[src/rtl/avalon_arbiter.sv]
// avalon_arbiter: two-master Avalon-MM arbiter in front of a single RAM slave.
// Master 0 is the instruction-fetch port, master 1 the load/store port.
// Whole transactions are granted round-robin; the losing master is held off
// with waitrequest.
//
// Optional build macro ARB_TIMEOUT_EN: adds a 16-bit stall counter that
// aborts a slave transfer stuck in waitrequest for TIMEOUT_CYCLES cycles,
// returns ERROR_READDATA to the owner and raises the sticky bus_error flag.
// Without the macro, stalls wait indefinitely and bus_error is tied low.
//
// Handshake: a master presents a command with read|write high and holds it
// (address, data, byteenable stable) until it samples waitrequest low at a
// rising edge; that edge completes the transfer. Read and write high together
// is treated as a write.
module avalon_arbiter #(
  parameter int unsigned TIMEOUT_CYCLES = 255,
  parameter logic [31:0] ERROR_READDATA = 32'hDEADBEEF
) (
  input  logic        clk,
  input  logic        reset,
  input  logic [31:0] m0_address,
  input  logic        m0_read,
  input  logic        m0_write,
  input  logic [31:0] m0_writedata,
  input  logic [3:0]  m0_byteenable,
  output logic        m0_waitrequest,
  output logic [31:0] m0_readdata,
  input  logic [31:0] m1_address,
  input  logic        m1_read,
  input  logic        m1_write,
  input  logic [31:0] m1_writedata,
  input  logic [3:0]  m1_byteenable,
  output logic        m1_waitrequest,
  output logic [31:0] m1_readdata,
  output logic [31:0] s_address,
  output logic        s_read,
  output logic        s_write,
  output logic [31:0] s_writedata,
  output logic [3:0]  s_byteenable,
  input  logic        s_waitrequest,
  input  logic [31:0] s_readdata,
  output logic [1:0]  grant,
  output logic        bus_error
);

  // State encoding is one-hot on the owner, so the state register doubles as
  // the grant output and as the externally visible FSM state.
  localparam logic [1:0] IDLE   = 2'b00;
  localparam logic [1:0] GRANT0 = 2'b01;
  localparam logic [1:0] GRANT1 = 2'b10;

  logic [1:0] state;
  logic [1:0] state_next;
  logic       last_grant;
  logic       last_grant_next;
  logic       req0;
  logic       req1;
  logic       req_cur;
  logic       done;
  logic       abort;

  assign req0  = m0_read | m0_write;
  assign req1  = m1_read | m1_write;
  assign grant = state;

  // Request line of whichever master currently owns the slave.
  always_comb begin
    req_cur = 1'b0;
    case (state)
      GRANT0:  req_cur = req0;
      GRANT1:  req_cur = req1;
      default: req_cur = 1'b0;
    endcase
  end

`ifdef ARB_TIMEOUT_EN
  localparam logic [15:0] STALL_LAST = 16'(TIMEOUT_CYCLES - 1);

  logic [15:0] stall_cnt;
  logic        err_q;

  // The abort cycle is the TIMEOUT_CYCLES-th stalled cycle of one grant.
  assign abort = req_cur & s_waitrequest & (stall_cnt == STALL_LAST);

  // Count stalled grant cycles; restart whenever the owner changes.
  always_ff @(posedge clk or negedge reset) begin
    if (!reset) begin
      stall_cnt <= '0;
    end else if (state_next != state) begin
      stall_cnt <= '0;
    end else if ((state != IDLE) && s_waitrequest) begin
      stall_cnt <= stall_cnt + 16'd1;
    end
  end

  // Sticky error flag, cleared only by reset.
  always_ff @(posedge clk or negedge reset) begin
    if (!reset) begin
      err_q <= 1'b0;
    end else if (abort) begin
      err_q <= 1'b1;
    end
  end

  assign bus_error = err_q;
`else
  assign abort     = 1'b0;
  assign bus_error = 1'b0;
`endif

  // A transfer ends on a real slave acknowledge or on a forced abort.
  assign done = req_cur & (~s_waitrequest | abort);

  // Round-robin arbitration and transaction-level ownership.
  always_comb begin
    state_next      = state;
    last_grant_next = last_grant;
    case (state)
      IDLE: begin
        if (req0 && (!req1 || last_grant)) begin
          state_next      = GRANT0;
          last_grant_next = 1'b0;
        end else if (req1) begin
          state_next      = GRANT1;
          last_grant_next = 1'b1;
        end
      end
      GRANT0: begin
        if (!req0) begin
          state_next = IDLE;
        end else if (done) begin
          if (req1) begin
            state_next      = GRANT1;
            last_grant_next = 1'b1;
          end else begin
            state_next = IDLE;
          end
        end
      end
      GRANT1: begin
        if (!req1) begin
          state_next = IDLE;
        end else if (done) begin
          if (req0) begin
            state_next      = GRANT0;
            last_grant_next = 1'b0;
          end else begin
            state_next = IDLE;
          end
        end
      end
      default: state_next = IDLE;
    endcase
  end

  // State and fairness pointer; last_grant resets to 1 so master 0 wins the first tie.
  always_ff @(posedge clk or negedge reset) begin
    if (!reset) begin
      state      <= IDLE;
      last_grant <= 1'b1;
    end else begin
      state      <= state_next;
      last_grant <= last_grant_next;
    end
  end

  // Route the owner's command to the slave and the slave's response back.
  always_comb begin
    s_address      = '0;
    s_read         = 1'b0;
    s_write        = 1'b0;
    s_writedata    = '0;
    s_byteenable   = '0;
    m0_waitrequest = 1'b1;
    m1_waitrequest = 1'b1;
    m0_readdata    = s_readdata;
    m1_readdata    = s_readdata;
    case (state)
      GRANT0: begin
        s_address      = m0_address;
        s_read         = m0_read & ~m0_write & ~abort;
        s_write        = m0_write & ~abort;
        s_writedata    = m0_writedata;
        s_byteenable   = m0_byteenable;
        m0_waitrequest = s_waitrequest & ~abort;
        if (abort) m0_readdata = ERROR_READDATA;
      end
      GRANT1: begin
        s_address      = m1_address;
        s_read         = m1_read & ~m1_write & ~abort;
        s_write        = m1_write & ~abort;
        s_writedata    = m1_writedata;
        s_byteenable   = m1_byteenable;
        m1_waitrequest = s_waitrequest & ~abort;
        if (abort) m1_readdata = ERROR_READDATA;
      end
      default: ;
    endcase
  end

endmodule

[config.mk]
export PLATFORM = sky130hd
export DESIGN_NAME = avalon_arbiter
export DESIGN_NICKNAME = d
export VERILOG_FILES = /design/src/rtl/avalon_arbiter.sv
export SDC_FILE = /design/constraint.sdc
export NUM_CORES = 1
export LEC_CHECK = 0
export ABC_AREA = 1
export CAP_MARGIN = 20
export CORE_AREA = 2 2 123 125
export DETAILED_ROUTE_END_ITERATION = 7
export DIE_AREA = 0 0 125 127
export PLACE_DENSITY_LB_ADDON = 0.3
export SYNTH_ARGS = -nofsm -noshare
export SYNTH_HDL_FRONTEND = slang
export SYNTH_SLANG_ARGS = --single-unit
[constraint.sdc]
create_clock -name clk -period 1.4 [get_ports clk]
set_clock_uncertainty 0.1 [all_clocks]
set_input_delay 0.21 -clock clk [delete_from_list [all_inputs] [get_ports clk]]
set_output_delay 0.21 -clock clk [all_outputs]
set_load 0.1 [all_outputs]
==> results.cfg <==
[placement]
io_buffers = 216
dp_hpwl_um = 8141
post-place-ws_ps = -461.8
placed_area_um2 = 5738
place.gp.congestion = 0.7969

[detailed_routing]
viasPerCell = 4.131
remaining_drc_errors = 0
vias = 2970
wl_per_cell_um = 15.57
routed_wl_um = 11190
drt-initial-drc-count = 60
firstDrtPassIters = 4
drtAntennaViolNets = 0

[worst_setup_path]
worstSetupPathType = register to output port
crit_arrival_ps = 1710
critPathCaptureType = output port
required_ps = 1090
critPathMaxFanout = 7
worst_setup_path_start_kind = register

[cells_and_area]
multi_input_area_um2 = 2494
seq_area_um2 = 83.83
drive_gt1_share_pct = 58.88
design_area_um2 = 6584
final_cell_mix = 142 x clkdlybuf4s50_1, 90 x buf_12, 70 x a21oi_4, 60 x nand2_2, 50 x nand2_1
fill_cells = 1324
diodes = 0
mostFrequentLayoutCell = clkdlybuf4s50_1
syn_to_final_growth_pct = 247.6
final_nets = 716

[pwr]
p_sw_share_pct = 60.36
clkPwrFrac_pct = 2.7
combPwrFrac_pct = 96.2
intPower_uw = 6842
power_density_nw_per_um2 = 2622
pwr-share-seq_pct = 1.1
leakagePower_uw = 0.002458
max-vdd-ir-drop_mv = 1.524
switchingPower_uw = 10420
total_power_uw = 17260

[cts]
cts-root-buf = clkbuf_16
clk_latency_ps = 230
clk_pin_slew_ps = 30
htreeDepth = 1
hold_buffers = 0
cts_buffer_depth = 2
cts-buffers-inserted = 3
cts_sinks = 3
cts_tree = yes

[global_routing]
grt_pass1_vias = 3259
grtUsageTotal_pct = 12.57
use_met3_pct = 3.685
grt-busiest-layer = met2
grt_pass1_wl_um = 16480
grt_max_degree = 29
met1_usage_pct = 13.44
antenna_found_initial = 0
use_met2_pct = 24.36
grt-ovfl-total = 0

[hold_path]
hp-class = primary input to async pin

[synthesis]
synthCells = 357
syn_nets = 537
synth.lib_cells_used.distinct = 21
mappedNetlistArea_um2 = 1894
avgSynthCellArea_um2 = 5.306
ys_seq_area_share_pct = 4.029
synth_seq_cells = 3
synth_warnings = 0

[die]
pin_count = 314
dieArea_um2 = 15880
start_util_pct = 13.13
die_w_um = 125
die_h_um = 127
rows = 44
core_area_um2 = 14420

[timing]
grt_setup_unrepaired = yes
timing.fmax_mhz = 496.1
tns_ps = -43760
period_minus_slack_ps = 2016
hold_viol = 0
slew_viol_final = 0
setup_violations = 77
fin_crit_sh_pct = 144.0
setup_ws_ps = -615.5

[flow_run]
drv_cap = 0

[status]
status = finished, violations left
violations = setup timing
[synth_stat cells]
| cell type | instances | area (µm²) |
|---|---|---|
| nand2_4 | 2 | 22.52 |
| nand2_2 | 3 | 18.77 |
| inv_1 | 10 | 37.54 |
| o21ai_0 | 1 | 5.000 |
| or2_1 | 1 | 6.260 |
| o22ai_1 | 1 | 6.260 |
| ha_1 | 5 | 62.56 |
| nor3_1 | 1 | 5.000 |
| buf_6 | 8 | 90.09 |
| nand3_1 | 7 | 35.03 |
| o21ai_1 | 3 | 15.01 |
| nand2_1 | 156 | 585.6 |
| buf_2 | 9 | 45.04 |
| a21oi_1 | 70 | 350.3 |
| buf_4 | 65 | 488.0 |
| dfrtp_1 | 2 | 50.05 |
| dfstp_2 | 1 | 26.28 |
| clkbuf_1 | 6 | 22.52 |
| nor2_1 | 3 | 11.26 |
| inv_2 | 2 | 7.510 |
| conb_1 | 1 | 3.750 |
[registers in the layout (all words and copies together), names as in the netlist]
register	flops
grant	2
last_grant	1
[repair_timing]
item,4_1_cts,5_1_grt
cloned,4,7
gates resized for setup,56,66
setup endpoints to repair,75,77
buffers inserted,6,4
pin swaps,33,61
[power groups by stage]
stage	combinational (µW)	clock (µW)	sequential, µW
final	16600	468	196
after global placement	14900	0	203
after detailed placement	15000	0	205
after floorplan	10600	0	393
after CTS	16000	475	195
after global routing	17200	481	201
[kinds of logic (layout without fill, tap and decap cells)]
logic type      Yosys count  in the layout  share of synthesized area [%]
buf+inv                 100            278                          36.46
other cells               1              1                         0.1980
flops                     3              3                          4.029
simple gates            173            173                          36.13
fa+ha+maj                 5              5                          3.303
compound gates           75             75                          19.88
[path summary, 6_finish.rpt]
kind                                   startpoint                      to  slack [ps]  cells past startpoint
min                                         reset    grant[0]$_DFFE_PN0P_          70                      1
max                          grant[0]$_DFFE_PN0P_          m0_waitrequest        -620                      7
min reg2reg                last_grant$_DFFE_PN1P_  last_grant$_DFFE_PN1P_         380                      2
max in group asynchronous                   reset  last_grant$_DFFE_PN1P_         910                      1
min in group clk                   s_readdata[22]         m0_readdata[22]         320                      0
max reg2reg                  grant[1]$_DFFE_PN0P_    grant[1]$_DFFE_PN0P_        -460                     11
[cell type report]
class | instances | share of cell area [%]
Clock buffer | 4 | 1.197
Multi-Input combinational cell | 254 | 37.88
Inverter | 12 | 0.8362
Timing Repair Buffer | 262 | 55.32
Sequential cell | 3 | 1.273
Tap cell | 184 | 3.497
[layer usage]
layer  part of all wire (%)  vias up  wire length [µm]
met2                     55      153              6167
met1                     35     1376              3923
met5                      0        -                 0
met4                    1.4        0               152
li1                       -     1419                 -
met3                    8.5       22               949
[critical path, stage by stage (launching register included)]
cell	delay, ps
dfrtp_4	480
buf_4	160
ha_4	180
buf_12	140
buf_6	140
buf_4	150
nand2_8	60
buf_12	160
[stage by stage]
step | std cells | hold slack (ps) | util [%]
6_report | 719 | 67.53 | 45.65
4_1_cts | 710 | 70.25 | 43.09
5_1_grt | 719 | 77.06 | 45.65
2_1_floorplan | 357 | -185.6 | -
3_5_place_dp | 696 | 315.4 | 39.78
3_3_place_gp | 696 | 308.8 | 39.78
Power figures use the tool's default switching activity.
